--- config.mk ---
export PLATFORM = sky130hd
export DESIGN_NAME = alu_decode_stage
export DESIGN_NICKNAME = d
export VERILOG_FILES = /design/src/rtl/alu_defs.sv /design/src/rtl/alu_inst_decoder.sv /design/src/rtl/alu_decode_stage.sv
export SDC_FILE = /design/constraint.sdc
export NUM_CORES = 1
export LEC_CHECK = 0
export ABC_AREA = 1
export BUFFER_PORTS_ARGS = -buffer_cell sky130_fd_sc_hd__buf_4
export CELL_PAD_IN_SITES_DETAIL_PLACEMENT = 1
export CELL_PAD_IN_SITES_GLOBAL_PLACEMENT = 1
export CORE_MARGIN = 2
export CORE_UTILIZATION = 30
export CTS_CLUSTER_DIAMETER = 40
export DETAILED_ROUTE_END_ITERATION = 8
export PLACE_DENSITY = 0.84
export SLEW_MARGIN = 20
export SYNTH_ARGS = -nofsm -noshare
export SYNTH_HDL_FRONTEND = slang
export SYNTH_SLANG_ARGS = --single-unit
--- constraint.sdc ---
create_clock -name clk -period 2 [get_ports clk]
set_input_delay 0.4 -clock clk [delete_from_list [all_inputs] [get_ports clk]]
set_output_delay 0.4 -clock clk [all_outputs]
set_load 0.01 [all_outputs]
--- src/rtl/alu_defs.sv ---
// Shared definitions for the ALU decode stage: control-bit indices, LA32R opcodes
// and the decoded bundle carried by the pipeline register.
package alu_defs;

    localparam int XLEN  = 32;
    localparam int OP_W  = 14;
    localparam int RF_AW = 5;

    localparam logic [3:0] ALU_OP_ADD = 4'd0;
    localparam logic [3:0] ALU_OP_IMM = 4'd1;
    localparam logic [3:0] ALU_OP_OR  = 4'd2;
    localparam logic [3:0] ALU_OP_SUB = 4'd3;
    localparam logic [3:0] ALU_OP_XOR = 4'd4;
    localparam logic [3:0] ALU_OP_SRA = 4'd5;
    localparam logic [3:0] ALU_OP_AND = 4'd6;
    localparam logic [3:0] ALU_OP_SLL = 4'd7;
    localparam logic [3:0] ALU_OP_SRL = 4'd8;

    // Register-register and shift-immediate opcodes live in inst[31:15].
    localparam logic [16:0] OPC_ADD_W  = 17'h00020;
    localparam logic [16:0] OPC_SUB_W  = 17'h00022;
    localparam logic [16:0] OPC_AND    = 17'h00029;
    localparam logic [16:0] OPC_OR     = 17'h0002A;
    localparam logic [16:0] OPC_XOR    = 17'h0002B;
    localparam logic [16:0] OPC_SLL_W  = 17'h0002E;
    localparam logic [16:0] OPC_SRL_W  = 17'h0002F;
    localparam logic [16:0] OPC_SRA_W  = 17'h00030;
    localparam logic [16:0] OPC_SLLI_W = 17'h00081;
    localparam logic [16:0] OPC_SRLI_W = 17'h00089;
    localparam logic [16:0] OPC_SRAI_W = 17'h00091;
    localparam logic [9:0]  OPC_ADDI_W  = 10'h00A;
    localparam logic [6:0]  OPC_LU12I_W = 7'b0001010;

    typedef struct packed {
        logic [OP_W-1:0]  alu_op;
        logic [XLEN-1:0]  src1;
        logic [XLEN-1:0]  src2;
        logic [RF_AW-1:0] rd;
        logic             rf_we;
        logic             illegal;
    } decoded_t;

    function automatic logic [OP_W-1:0] alu_onehot(input logic [3:0] idx);
        alu_onehot = {{(OP_W-1){1'b0}}, 1'b1} << idx;
    endfunction

endpackage

--- src/rtl/alu_inst_decoder.sv ---
// Pure-combinational LA32R instruction + operand to decoded-bundle mapping.
module alu_inst_decoder
    import alu_defs::*;
(
    input  logic [31:0]     inst,
    input  logic [XLEN-1:0] rj_data,
    input  logic [XLEN-1:0] rk_data,
    output decoded_t        dec
);

    logic [OP_W-1:0] op_s;
    logic [XLEN-1:0] src1_s;
    logic [XLEN-1:0] src2_s;
    logic            legal_s;
    logic [XLEN-1:0] rk_shamt_s;
    logic [XLEN-1:0] imm_shamt_s;

    // Register shifts only ever see a 0..31 amount.
    assign rk_shamt_s  = {{(XLEN-5){1'b0}}, rk_data[4:0]};
    assign imm_shamt_s = {{(XLEN-5){1'b0}}, inst[14:10]};

    // Opcode match and operand selection; anything unmatched is illegal with zeroed operands.
    always_comb begin
        op_s    = {OP_W{1'b0}};
        src1_s  = {XLEN{1'b0}};
        src2_s  = {XLEN{1'b0}};
        legal_s = 1'b1;
        case (inst[31:15])
            OPC_ADD_W:  begin op_s = alu_onehot(ALU_OP_ADD); src1_s = rj_data; src2_s = rk_data;     end
            OPC_SUB_W:  begin op_s = alu_onehot(ALU_OP_SUB); src1_s = rj_data; src2_s = rk_data;     end
            OPC_AND:    begin op_s = alu_onehot(ALU_OP_AND); src1_s = rj_data; src2_s = rk_data;     end
            OPC_OR:     begin op_s = alu_onehot(ALU_OP_OR);  src1_s = rj_data; src2_s = rk_data;     end
            OPC_XOR:    begin op_s = alu_onehot(ALU_OP_XOR); src1_s = rj_data; src2_s = rk_data;     end
            OPC_SLL_W:  begin op_s = alu_onehot(ALU_OP_SLL); src1_s = rj_data; src2_s = rk_shamt_s;  end
            OPC_SRL_W:  begin op_s = alu_onehot(ALU_OP_SRL); src1_s = rj_data; src2_s = rk_shamt_s;  end
            OPC_SRA_W:  begin op_s = alu_onehot(ALU_OP_SRA); src1_s = rj_data; src2_s = rk_shamt_s;  end
            OPC_SLLI_W: begin op_s = alu_onehot(ALU_OP_SLL); src1_s = rj_data; src2_s = imm_shamt_s; end
            OPC_SRLI_W: begin op_s = alu_onehot(ALU_OP_SRL); src1_s = rj_data; src2_s = imm_shamt_s; end
            OPC_SRAI_W: begin op_s = alu_onehot(ALU_OP_SRA); src1_s = rj_data; src2_s = imm_shamt_s; end
            default: begin
                // Wider-immediate formats cannot alias the 17-bit opcodes above.
                if (inst[31:22] == OPC_ADDI_W) begin
                    op_s   = alu_onehot(ALU_OP_ADD);
                    src1_s = rj_data;
                    src2_s = {{(XLEN-12){inst[21]}}, inst[21:10]};
                end else if (inst[31:25] == OPC_LU12I_W) begin
                    op_s   = alu_onehot(ALU_OP_IMM);
                    src1_s = {inst[24:5], 12'h000};
                end else begin
                    legal_s = 1'b0;
                end
            end
        endcase
    end

    assign dec = '{
        alu_op:  op_s,
        src1:    src1_s,
        src2:    src2_s,
        rd:      inst[4:0],
        rf_we:   legal_s && (inst[4:0] != 5'd0),
        illegal: !legal_s
    };

endmodule

--- src/rtl/alu_decode_stage.sv ---
// Decode stage feeding the execute ALU through a single-entry valid/ready register.
// Optional writeback forwarding into the operand path: define ALU_DECODE_WB_FWD_EN.
module alu_decode_stage
    import alu_defs::*;
(
    input  logic             clk,
    input  logic             rst_n,
    input  logic             flush,
    input  logic             in_valid,
    output logic             in_ready,
    input  logic [31:0]      in_inst,
    input  logic [XLEN-1:0]  in_pc,
    output logic [RF_AW-1:0] rf_raddr1,
    output logic [RF_AW-1:0] rf_raddr2,
    input  logic [XLEN-1:0]  rf_rdata1,
    input  logic [XLEN-1:0]  rf_rdata2,
`ifdef ALU_DECODE_WB_FWD_EN
    input  logic             wb_we,
    input  logic [RF_AW-1:0] wb_waddr,
    input  logic [XLEN-1:0]  wb_wdata,
`endif
    output logic             out_valid,
    input  logic             out_ready,
    output logic [OP_W-1:0]  out_alu_op,
    output logic [XLEN-1:0]  out_alu_src1,
    output logic [XLEN-1:0]  out_alu_src2,
    output logic [RF_AW-1:0] out_rd,
    output logic             out_rf_we,
    output logic [XLEN-1:0]  out_pc,
    output logic             out_illegal
);

    logic            out_valid_r;
    decoded_t        dec_s;
    decoded_t        dec_r;
    logic [XLEN-1:0] pc_r;
    logic [XLEN-1:0] rj_data_s;
    logic [XLEN-1:0] rk_data_s;
    logic            load_s;

    assign rf_raddr1 = in_inst[9:5];
    assign rf_raddr2 = in_inst[14:10];

`ifdef ALU_DECODE_WB_FWD_EN
    // Bypass a same-cycle writeback that the register file would not yet return.
    assign rj_data_s = (wb_we && (wb_waddr != 5'd0) && (wb_waddr == rf_raddr1)) ? wb_wdata : rf_rdata1;
    assign rk_data_s = (wb_we && (wb_waddr != 5'd0) && (wb_waddr == rf_raddr2)) ? wb_wdata : rf_rdata2;
`else
    assign rj_data_s = rf_rdata1;
    assign rk_data_s = rf_rdata2;
`endif

    alu_inst_decoder u_decoder (
        .inst    (in_inst),
        .rj_data (rj_data_s),
        .rk_data (rk_data_s),
        .dec     (dec_s)
    );

    assign in_ready = !out_valid_r || out_ready;
    assign load_s   = in_valid && in_ready && !flush;

    // Pipeline register: flush wins over a load, a load wins over a plain consume.
    always_ff @(posedge clk or negedge rst_n) begin
        if (!rst_n) begin
            out_valid_r <= 1'b0;
            dec_r       <= '0;
            pc_r        <= {XLEN{1'b0}};
        end else if (flush) begin
            out_valid_r <= 1'b0;
        end else if (load_s) begin
            out_valid_r <= 1'b1;
            dec_r       <= dec_s;
            pc_r        <= in_pc;
        end else if (out_ready) begin
            out_valid_r <= 1'b0;
        end
    end

    assign out_valid    = out_valid_r;
    assign out_alu_op   = dec_r.alu_op;
    assign out_alu_src1 = dec_r.src1;
    assign out_alu_src2 = dec_r.src2;
    assign out_rd       = dec_r.rd;
    assign out_rf_we    = dec_r.rf_we;
    assign out_illegal  = dec_r.illegal;
    assign out_pc       = pc_r;

endmodule

# [Word-level counts from Yosys, hierarchy flattened]
# Index checks and enable logic that the tools add are counted.
[word_totals] regBits=118 input_bits=133 output_inout_bits=129 elab_cells=53
[op_classes] eq_ne=13 muxes=14 n_bitwise=1 reduce_logical=17
[op_table] operator="17-bit by 6-bit == test with 1-bit output (second input constant)" n=8
[op_table] operator="32-bit two-way mux" n=4
[op_table] operator="14-bit case mux with 8 select lines" n=1
[op_table] operator="32-bit case mux with 3 select lines" n=1
[op_table] operator="17-bit by 8-bit == test with 1-bit output (second input constant)" n=3
[op_table] operator="14-bit two-way mux" n=1
[op_table] operator="11-bit OR reduction" n=1
[op_table] operator="10-bit by 4-bit == test with 1-bit output (second input constant)" n=1
[op_table] operator="7-bit by 4-bit == test with 1-bit output (second input constant)" n=1
[op_table] operator="1-bit two-way mux" n=6
[op_table] operator="2-bit OR reduction" n=3
[op_table] operator="3-bit OR reduction" n=2
[op_table] operator="5-bit nonzero test" n=1
[op_table] operator="5-bit OR reduction" n=1
[op_table] operator="1-bit logical AND" n=3
[op_table] operator="1-bit zero test" n=3
[op_table] operator="3-bit nonzero test" n=1
[op_table] operator="2-bit two-way mux" n=1
[op_table] operator="2-bit AND reduction" n=1
[op_table] operator="1-bit logical OR" n=1
[op_table] operator="1-bit NOT" n=1

# [Depth between registers and ports, before layout]
[logic_depth] ltp_word=6 mapped_depth=13 depth_no_buf=12

# [Modules after synthesis]
# A second synthesis with hierarchy kept.
[hier_totals] cells_unflattened=837 area_unflattened_um2=6203.4
[by_module_without_submodules] module="alu_decode_stage" n_inst=1 cells_per_inst=522 area_each_um2=4684.5 seq_area_each_um2=2952.8
[by_module_without_submodules] module="alu_inst_decoder" n_inst=1 cells_per_inst=315 area_each_um2=1519.0 seq_area_each_um2=0.0

# [Worst setup path after synthesis]
# No wires, ideal clock.
[synth_timing] path_kind="input-to-reg" start="input port in_inst[24]" end="register dec_r, in the netlist out_alu_src1[28]" setup_time_ns=0.066 arrival_time_ns=1.517 t_required_ns=1.934 path_slack_ns=0.417 stages=13 n_path_buf=2 cell_sequence="nor2_1 nand2_2 nor2_4 buf_8 nand3_2 nand2_2 nor2_4 nand3_4 buf_12 nand2_2 nand2_1 nand2_1 nand2_1"
[synth_via] elab_chain_len=3 word_cells_on_any_way=15 cone_classes="eq/ne: 12; mux: 2; reduce/logical: 1"
[synth_lines] item="from (decl)" line_no="alu_decode_stage.sv:11" source="input logic [31:0] in_inst,"
[synth_lines] item="17-bit by 6-bit == test with 1-bit output (tied with other cells)" line_no="alu_inst_decoder.sv:28" source="case (inst[31:15])"
[synth_lines] item="11-bit OR reduction (no source line) / 32-bit two-way mux (equally long branches)"
[synth_lines] item="32-bit two-way mux (*)" line_no="alu_inst_decoder.sv:28"
[synth_lines] item="to (signal assigned)" line_no="alu_decode_stage.sv:73" source="dec_r <= dec_s;"
[synth_lines] item="to (decl)" line_no="alu_decode_stage.sv:35" source="decoded_t dec_r;"
# Mark *: on every way between the ends. The rest lies on a longest branch, timed or not.
# A chain may end at the register's enable or synchronous reset.

# [Final worst setup path]
[layout_timing] start="register out_valid_r, in the netlist out_valid" end="output port in_ready"
[layout_via] elab_chain_len=2
[layout_lines] item="from (decl)" line_no="alu_decode_stage.sv:33" source="logic out_valid_r;"
[layout_lines] item="from (signal assigned)" line_no="alu_decode_stage.sv:66" source="out_valid_r <= 1'b0;"
[layout_lines] item="from (signal assigned)" line_no="alu_decode_stage.sv:70" source="out_valid_r <= 1'b0;"
[layout_lines] item="from (signal assigned)" line_no="alu_decode_stage.sv:72" source="out_valid_r <= 1'b1;"
[layout_lines] item="1-bit zero test" line_no="alu_decode_stage.sv:60" source="assign in_ready = !out_valid_r || out_ready;"
[layout_lines] item="1-bit logical OR" line_no="alu_decode_stage.sv:60"
[layout_lines] item="to (decl)" line_no="alu_decode_stage.sv:10" source="output logic in_ready,"
# No other way between the ends.

==> results.yml <==
synth:
  synthArstFlopShare: 1.00
  yosys_warnings: 0
  syn-instance-count: 812
  ys_ff_latch: 113
  yosysTopAreaCell: "dfrtp_1"
  synth_common_cells: "nand2_1 (363), dfrtp_1 (113), inv_1 (70), nor2_1 (49), nand3_1 (34)"
  synth_area_per_cell_sq_um: 7.33
  synth_cell_type_count: 30
  yosysMostFrequentCell: "nand2_1"
  ys.flop_type: "dfrtp_1"
  netlist.area_leader.share: 0.475
  synth-edff-count: 0
  synth_seq_area_share: 0.475
  syn_area_sq_um: 5950
  synthTopCellsByArea: "dfrtp_1 (48%), nand2_1 (23%), inv_1 (4.4%)"
hold_path:
  whs_path_depth: 2
  hold_path_class: "in2reg"
grt:
  use_met1: 0.233
  grt_pass1_wl_mm: 32.4
  overflow: 0
  grt_max_degree: 86
  use_met3: 0.0533
  grt.busiest_layer: "met2"
  antenna_found_initial: 0
  track_usage: 0.200
  met2_usage: 0.357
  grt_pass1_vias: 6311
timing:
  fin_ws_ns: 0.296
  fin_worst_skew_ns: 0.00626
  rsz0062_at_grt: "false"
  final_max_slew_viol_count: 0
  hold_violations: 0
  min_period_ns: 1.70
  fmax_mhz: 587
  timing.final.crit_share: 0.852
  setup_violations: 0
clocking:
  cts_buffers: 17
  cts.clk_slew.worst_paths_ns: 0.06
  cts-root-buf: "clkbuf_16"
  cts.sinks: 113
  cts_resized: 0
  htree_num_levels: 4
  clkLatencyLatePin_ns: 0.41
  tritoncts: "built"
  cts_buffer_depth: 2
cells_and_area:
  nFillCells: 2432
  drive_above_1_share: 0.327
  syn_to_final_growth_pct: 48.4
  post-route-util: 0.454
  final_nets: 1199
  n_antenna_cell: 0
status:
  status: "completed"
route:
  drcViolationCount: 0
  dr.first_iter.drc_count: 245
  drt_first_pass_iters: 4
  vias_per_cell: 4.51
  ant_nets: 0
  drt-total-wl_mm: 21.0
  vias: 6064
  wire_per_inst_um: 15.6
power_and_ir_drop:
  max-vdd-ir-drop_mv: 0.420
  power_density_nw_per_um2: 748
  p_leak_nw: 4.87
setup_path:
  r2r_cells: 7
  cp-start-kind: "register"
  path_max_fanout: 2
  crit_arrival_ns: 1.30
  crit_required_ns: 1.60
  worst-setup-path-type: "reg2out"
  endpoint_kind: "output pin"
placed_design:
  dp_slack_ns: -0.0863
  numPortBuffers: 256
  gp_congestion: 0.885
  hpwlAfterDp_mm: 15.6
floorplan:
  io_pins: 262
  row_count: 51
  die_w_um: 145
  die_area_sq_um: 21000
  start_util: 0.306
  die_y_um: 145
  core-area_sq_um: 19500
job:
  max_cap_viol_count: 0
## layout by cell type (no fill, tap or decap), types with 12 or more instances in the layout
| cell | instances |
|---|---|
| o21ai_0 | 28 |
| buf_12 | 12 |
| a21oi_1 | 22 |
| nand3_1 | 34 |
| nand2_2 | 19 |
| buf_4 | 272 |
| o21ai_1 | 28 |
| nand2_1 | 363 |
| nor2_1 | 49 |
| dfrtp_1 | 113 |
| inv_1 | 69 |
| clkbuf_16 | 17 |
## stage by stage
stage / std cells / hold slack [ns] / TNS (ns) / cell area (sq um) / power (mW)
CTS: 1344 / 0.154 / 0 / 8830 / 6.70
global placement: 1311 / 0.332 / -0.0301 / 8200 / 3.44
finish: 1344 / 0.169 / 0 / 8830 / 6.60
detailed placement: 1311 / 0.338 / -1.45 / 8200 / 3.47
floorplan: 816 / 0.104 / 0 / 5960 / 2.86
global route: 1344 / 0.151 / 0 / 8830 / 6.90
## cell families after synthesis
group | synth area share
DFF | 0.475
buffers and inverters | 0.110
other | 0.000630
and+or+nand+nor | 0.342
AOI/OAI and AO/OA | 0.0711
## sequential cells by signal (all words and copies together), names as in the netlist
| register | count |
|---|---|
| out_alu_src1 | 32 |
| out_valid | 1 |
| out_alu_op | 9 |
| out_rd | 5 |
| out_illegal | 1 |
| out_alu_src2 | 32 |
| out_pc | 32 |
| out_rf_we | 1 |
## final cells by class
type / instances / area (sq um) / area share
inverters: 72 / 273 / 0.0309
clock buffers: 18 / 439 / 0.0497
well taps: 265 / 332 / 0.0376
flip-flops and latches: 113 / 2830 / 0.320
repair buffers: 285 / 2290 / 0.260
clock inverters: 14 / 180 / 0.0204
multi-input cells: 577 / 2480 / 0.281
## worst max-delay path, stage by stage (launching register included)
cell	delay, ns
dfrtp_1	0.37
inv_1	0.05
nor2_1	0.21
inv_1	0.10
buf_4	0.15
## report_power, final
| part | total, mW | switching (mW) | internal (mW) |
|---|---|---|---|
| combinational | 0.921 | 0.473 | 0.447 |
| clock | 3.19 | 1.18 | 2.01 |
| sequential | 2.49 | 0.0745 | 2.42 |
| total | 6.60 | 1.73 | 4.88 |
## per-layer routing
layer  part of all wire  vias to the layer above
met3              0.067                       27
met4              0.018                        0
met5                  0                        -
met1               0.41                     2875
met2               0.51                      177
li1                   -                     2985
## timing repair
action / CTS / global route
hold buffers: 1 / 0
hold endpoints to repair: 20 / 0
setup buffers: 0 / 0
endpoints found under the setup margin: 0 / 0
## final timing paths
check                                         to        from  slack [ns]
worst max-delay path                    in_ready   out_valid        0.30
min in group asynchronous              out_pc[3]       rst_n        0.45
max in group asynchronous            out_illegal       rst_n        1.00
worst max register to register  out_alu_src2[11]   out_valid        0.49
worst min-delay path                   out_valid       flush        0.17
worst min register to register        out_pc[24]  out_pc[24]        0.47
No activity file was read; power rests on OpenSTA's default activity.
